==> config.mk <==
export PLATFORM = sky130hd
export DESIGN_NAME = alu_mdu_ctrl
export DESIGN_NICKNAME = d
export VERILOG_FILES = /design/src/rtl/alu_mdu_ctrl.sv
export SDC_FILE = /design/constraint.sdc
export NUM_CORES = 1
export LEC_CHECK = 0
export ABC_AREA = 1
export CAP_MARGIN = 20
export CORE_ASPECT_RATIO = 0.5
export CORE_MARGIN = 2
export CORE_UTILIZATION = 42
export DETAILED_ROUTE_END_ITERATION = 12
export PLACE_DENSITY = 0.91
export SLEW_MARGIN = 5
export SYNTH_ARGS = -nofsm -noshare
export SYNTH_HDL_FRONTEND = slang
export SYNTH_SLANG_ARGS = --single-unit
export TNS_END_PERCENT = 100
==> constraint.sdc <==
create_clock -name clk -period 1.7 [get_ports clk]
set_input_delay 0.34 -clock clk [delete_from_list [all_inputs] [get_ports clk]]
set_output_delay 0.34 -clock clk [all_outputs]
set_load 0.01 [all_outputs]
==> src/rtl/alu_mdu_ctrl.sv <==
// alu_mdu_ctrl: issue/sequencing controller between the EXE stage and the ALU
// (which contains the multi-cycle multiplier and divider).
//
// Accepts one op per in_valid/in_ready handshake, holds op and operands on the
// ALU until alu_complete, then presents the registered result on out_valid/out_ready.
// flush cancels work; an in-flight mul/div is drained without committing.
// A watchdog aborts ops that never complete.
//
// Ports:
//   clk, resetn                        clock, async active-low reset
//   in_valid/in_ready/in_op/in_src*    request channel
//   flush                              cancel in-flight or pending op
//   alu_op/alu_src*                    drive to the ALU
//   alu_result/alu_complete            ALU response
//   out_valid/out_ready/out_result     result channel
//   busy, last_lat, err_timeout        status
//
// state  | meaning
// -------+-------------------------------------------------------------
// IDLE   | no op held, ALU sees all-zero op
// BUSY   | op driven to ALU, waiting for complete
// DRAIN  | flushed mid mul/div; op held until the unit finishes, no commit
// DONE   | result held on out_result until consumed or flushed
module alu_mdu_ctrl #(
   parameter int OP_W    = 19,
   parameter int DATA_W  = 32,
   parameter int MAX_CYC = 64,
   parameter int CNT_W   = 7
) (
   input  logic              clk,
   input  logic              resetn,
   input  logic              in_valid,
   output logic              in_ready,
   input  logic [OP_W-1:0]   in_op,
   input  logic [DATA_W-1:0] in_src1,
   input  logic [DATA_W-1:0] in_src2,
   input  logic              flush,
   output logic [OP_W-1:0]   alu_op,
   output logic [DATA_W-1:0] alu_src1,
   output logic [DATA_W-1:0] alu_src2,
   input  logic [DATA_W-1:0] alu_result,
   input  logic              alu_complete,
   output logic              out_valid,
   input  logic              out_ready,
   output logic [DATA_W-1:0] out_result,
   output logic              busy,
   output logic [CNT_W-1:0]  last_lat,
   output logic              err_timeout
);

   typedef enum logic [1:0] {
      S_IDLE  = 2'd0,
      S_BUSY  = 2'd1,
      S_DRAIN = 2'd2,
      S_DONE  = 2'd3
   } state_t;

   state_t              r_state;
   state_t              w_next;
   logic [OP_W-1:0]     r_op;
   logic [DATA_W-1:0]   r_src1;
   logic [DATA_W-1:0]   r_src2;
   logic [DATA_W-1:0]   r_res;
   logic [CNT_W-1:0]    r_cnt;
   logic [CNT_W-1:0]    r_last_lat;
   logic                r_err;

   logic                w_accept;
   logic                w_active;
   logic                w_commit;
   logic                w_wdog;

   assign w_active = (r_state == S_BUSY) || (r_state == S_DRAIN);
   assign in_ready = ~flush & ((r_state == S_IDLE) | ((r_state == S_DONE) & out_ready));
   assign w_accept = in_valid & in_ready;
   assign w_commit = (r_state == S_BUSY) & alu_complete & ~flush;

   // A flush in BUSY defers to DRAIN, so the watchdog only fires there once
   // the flush has been taken. The >= compare keeps DRAIN bounded even if
   // the flush arrived on the terminal count.
   assign w_wdog = (r_cnt >= CNT_W'(MAX_CYC - 1)) & ~alu_complete &
                   (((r_state == S_BUSY) & ~flush) | (r_state == S_DRAIN));

   always_comb begin
      w_next = r_state;
      case (r_state)
         S_IDLE: begin
            if (w_accept) w_next = S_BUSY;
         end
         S_BUSY: begin
            if (flush)             w_next = alu_complete ? S_IDLE : S_DRAIN;
            else if (alu_complete) w_next = S_DONE;
            else if (w_wdog)       w_next = S_IDLE;
         end
         S_DRAIN: begin
            if (alu_complete || w_wdog) w_next = S_IDLE;
         end
         S_DONE: begin
            if (w_accept)                w_next = S_BUSY;
            else if (flush || out_ready) w_next = S_IDLE;
         end
         default: w_next = S_IDLE;
      endcase
   end

   always_ff @(posedge clk or negedge resetn) begin
      if (!resetn) begin
         r_state    <= S_IDLE;
         r_op       <= '0;
         r_src1     <= '0;
         r_src2     <= '0;
         r_res      <= '0;
         r_cnt      <= '0;
         r_last_lat <= '0;
         r_err      <= 1'b0;
      end else begin
         r_state <= w_next;
         if (w_accept) begin
            r_op   <= in_op;
            r_src1 <= in_src1;
            r_src2 <= in_src2;
            r_cnt  <= '0;
         end else begin
            if (w_active) r_cnt <= r_cnt + CNT_W'(1);
            if (w_wdog)   r_op  <= '0;
         end
         if (w_commit) begin
            r_res      <= alu_result;
            r_last_lat <= r_cnt + CNT_W'(1);
         end
         if (w_wdog) r_err <= 1'b1;
      end
   end

   assign alu_op      = w_active ? r_op : '0;
   assign alu_src1    = r_src1;
   assign alu_src2    = r_src2;
   assign out_valid   = (r_state == S_DONE);
   assign out_result  = r_res;
   assign busy        = w_active;
   assign last_lat    = r_last_lat;
   assign err_timeout = r_err;

endmodule

======== After elaboration in Yosys (flattened, before gate mapping) ========
Cells that the tools add are included.
Widths: inputs -> output; s select.
operators by class
  $add $sub $neg .......................... 1
  bitwise logic cells ..................... 12
  magnitude comparators ................... 1
  reduce and logical (&&, ||, !) cells .... 7
  equality and inequality tests ........... 7
  multiplexer cells ....................... 14
operator list
  cell                 number
  $mux 19              3
  $mux 2               8
  $mux 7               2
  $and 1x1->1          8
  $pmux 2 s4           1
  $add 7x1->7 const B  1
  $ge 7x6->1 const B   1
  $eq 2x2->1 const B   2
  $ne 4x4->1 const B   1
  $reduce_and 4->1     1
  $reduce_bool 2->1    2
  $logic_or 1x1->1     3
  $ne 3x1->1 const B   1
  $eq 2x1->1 const B   1
  $logic_not 2->1      1
  $ne 2x1->1 const B   1
  $ne 2x2->1 const B   1
  $not 1->1            2
  $or 1x1->1           2
word-level totals
  flip-flop bits (word level) ............. 132
  input bits .............................. 121
  logic and storage cells ................. 50

======== Longest topological paths before layout ========
  depth after elaboration ................. 8
  gate-level depth with buffers ........... 10

======== Worst setup path before layout ========
No wires, ideal clock.
  kind .................................... flip-flop to output port
  start ................................... register r_state[0]
  end ..................................... output alu_op[0]
  slack ................................... 0.096 ns
  cell stages (with the launch flop) ...... 6
  data required time ...................... 1.360 ns
  data arrival time ....................... 1.264 ns
  buffers on the path ..................... 1
  cells stage by stage .................... dfrtp_1 inv_1 ha_1 clkbuf_1 nand2_1 inv_1
between the ends
  longest elaborated chain between the ends .. 3
  elaborated cells between the ends (all ways) .. 4
  classes of those cells .................. 2 x eq/ne; 1 x mux; 1 x reduce/logical
RTL lines
  element                                          RTL line  text
  start: declaration                               58        state_t r_state;
  start signal: assignment                         117       r_state <= w_next;
  $eq 2x1->1 / $eq 2x2->1 (equally long branches)  73        assign w_active = (r_state == S_BUSY) || (r_state == S_DRAIN);
  $logic_or 1x1->1 (*)                             73
  net busy                                         46        output logic busy,
  $mux 19 (*)                                      135       assign alu_op = w_active ? r_op : '0;
  end: declaration                                 38        output logic [OP_W-1:0] alu_op,
Mark *: on every way through the listed nets, which the timed path passes. The rest lies on a longest branch.

======== Worst setup path in the final report ========
  start ................................... register r_state[0]
  end ..................................... output alu_op[15]
between the ends
  longest elaborated chain between the ends .. 3
  elaborated cells between the ends (all ways) .. 4
  classes of those cells .................. 2 x eq/ne; 1 x mux; 1 x reduce/logical
RTL lines
  element                                          RTL line
  $eq 2x1->1 / $eq 2x2->1 (equally long branches)  73
  $logic_or 1x1->1 (*)                             73
  $mux 19 (*)                                      135
Mark *: on every way between the ends. The rest lies on a longest branch, timed or not.

==> results.toml <==
[critical_path]
r2r_cells = 11
crit_path_top_delay_cell = "dfrtp_1"
cp-end-kind = "output pin"
critPathArrivalTime_ps = 1620
crit_buf_inv = 5
critPathMaxStageDelay_ps = 380
reg2reg_from = "r_state[0]"
regToRegSetupSlack_ps = -230
path_max_fanout = 6
required_ps = 1360
path_depth = 7
crit_top_cell = "inv_2"
cp_top_family = "buffers and inverters"
r2r-end = "r_state[0]"
worstPathCellList = "inv_2 -> ha_4 -> buf_12 -> buf_16 -> nand2_2 -> inv_2 -> buf_6"
crit_type = "reg -> out"
start_kind = "flip-flop"

[die]
die_area_mm2 = 0.0138
initial_core_util_pct = 42.8
chipHeight_um = 84.1
pin_count = 247
core_mm2 = 0.0126
rows = 29
fp.dieW_um = 164

[clock_network]
root_buffer = "clkbuf_16"
clk_latency_ps = 410
cts_buffers = 17
clock-sinks = 132
cts.htree.levels = 4
clk_pin_slew_worst_paths_ps = 60
cts_max_path_buffers = 2
cts_tree = "done"

[sta]
fin_skew_ps = 8.59
tightestPinTransition_ps = 707
fin_crit_sh_pct = 115
max_freq_mhz = 509
rsz0062_at_grt = "yes"
hold-worst-slack_ps = 451
slew_viol_final = 0
period_needed_ps = 1960
setup_tns_ps = -18610
hold_viol = 0
layout_setup_ws_ps = -263
setup_viol = 112
relSlewSlack_pct = 52.7

[detailed_routing]
drt_iter0_drc = 270
totalWireLength_um = 18700
drc = 0
ant_nets = 0
vias_per_cell = 5.07
drt_first_pass_iters = 4
routedWlPerCell_um = 19.0
dr_total_vias = 4986

[cells_and_area]
mostFrequentLayoutCell = "clkdlybuf4s50_1"
insertedDiodeCount = 0
drive_above_1_share_pct = 26.8
fin_nets = 930
final_core_util_pct = 75.8
stdcell_count = 984
final_cell_mix = "clkdlybuf4s50_1, nand2_1, dfrtp_1, mux2_2, nand3_1"
area_delta_synth_final_pct = 77.1
fin_area_mm2 = 0.00954

[place]
gp_congestion = 0.843
post-dp-hpwl_um = 11800
dpl_cell_area_mm2 = 0.00831
dp.cells = 931
pre_cts_ws_ps = -289
port_buffers = 246

[grt]
grt_remaining_overflow = 0
grt_pass1_vias = 5254
grt_usage_pct = 27.3
grt_pass1_wl_um = 28100
grt_max_degree = 43
antenna_found_initial = 0

[hold_path]
hp-class = "in -> async"

[synth]
synth_seq_cells = 132
synthCells = 507
synth_cell_types = 18
ys_seq_area_share_pct = 61.3
syn_area_mm2 = 0.00539
syn_nets = 636
yosys_warnings = 0
syn_area_per_cell_um2 = 10.6

[run]
maxCapViolations = 0

[outcome]
status = "finished with violations"
violations = "negative setup slack"

[power]
power_mw = 17.6
power.density_mw_per_mm2 = 1850
leakage_nw = 4.76
ir_worst_vdd_mv = 1.08
## layer usage
metal	track usage (%)	up-vias	share of wire [%]
li1	-	2226	-
met1	31.0	2474	37
met2	48.1	215	53
met3	6.51	71	4.8
met4	13.6	0	4.4
met5	0	-	0
## report_power, final
group | total (mW) | internal, mW | switching [mW]
sequential | 5.48 | 4.60 | 0.887
combinational | 8.29 | 4.70 | 3.59
clock | 3.84 | 2.37 | 1.47
total | 17.6 | 11.7 | 5.95
## sequential cells by signal, summed over array words and instances, names as in the netlist
register,cells
r_cnt,7
r_op,19
err_timeout,1
out_result,32
alu_src2,32
last_lat,7
alu_src1,32
r_state,2
## cell type report
type                    instances  area, um^2
inverters                      37         139
repair buffers                297        3220
well taps                     170         213
fillers                       753        3050
flip-flops and latches        132        3300
clock inverters                14         175
clock buffers                  18         439
multi-input cells             316        2050
## Yosys cell counts (all sizes together)
| cell | instances | area (um^2) |
|---|---|---|
| a21oi | 3 | 18.8 |
| buf | 9 | 45.0 |
| clkbuf | 15 | 56.3 |
| dfrtp | 132 | 3300 |
| ha | 8 | 100 |
| inv | 37 | 139 |
| mux2 | 64 | 721 |
| nand2 | 169 | 634 |
| nand3 | 44 | 220 |
| nor2 | 6 | 25.0 |
| nor3 | 1 | 5.00 |
| o21ai | 10 | 50.1 |
| o22ai | 3 | 18.8 |
| o31ai | 2 | 15.0 |
| xor2 | 4 | 35.0 |
## worst register-to-register path, stage by stage, from the launching register on
cell and delay (ps):
dfrtp_1 380, buf_4 140, ha_4 140, nand2_1 70, a21oi_2 200, buf_6 180, buf_12 120, nand2_8 80
buf_6 180, o21ai_1 120, nand3_1 120, nand2_1 120
## worst max path at each step
stage	start	to	slack (ps)
after floorplan	r_state[0]	alu_op[0]	100
after global placement	out_ready	in_ready	-280
after detailed placement	out_ready	in_ready	-290
after CTS	r_state[0]	alu_op[8]	-260
after global routing	r_state[0]	r_cnt[4]	-300
final	r_state[0]	alu_op[15]	-260
## repair_timing
action	CTS	global route
buffers inserted	11	1
endpoints found under the hold margin	27	0
resized for setup	161	50
endpoints found under the setup margin	107	173
pin swaps	2	4
hold buffers	1	0
cloned	10	0
## cells by family (layout without fill, tap and decap cells)
group	count (synthesis)	in the layout	share of synthesized area, %
and+or+nand+nor	220	222	16.4
DFF	132	132	61.3
muxes	64	64	13.4
buffers and inverters	61	366	4.46
AOI/OAI and AO/OA	18	18	1.90
adders and majority gates	8	8	1.86
xor gates and xnor gates	4	4	0.650
No activity file was read; power rests on OpenSTA's default activity.
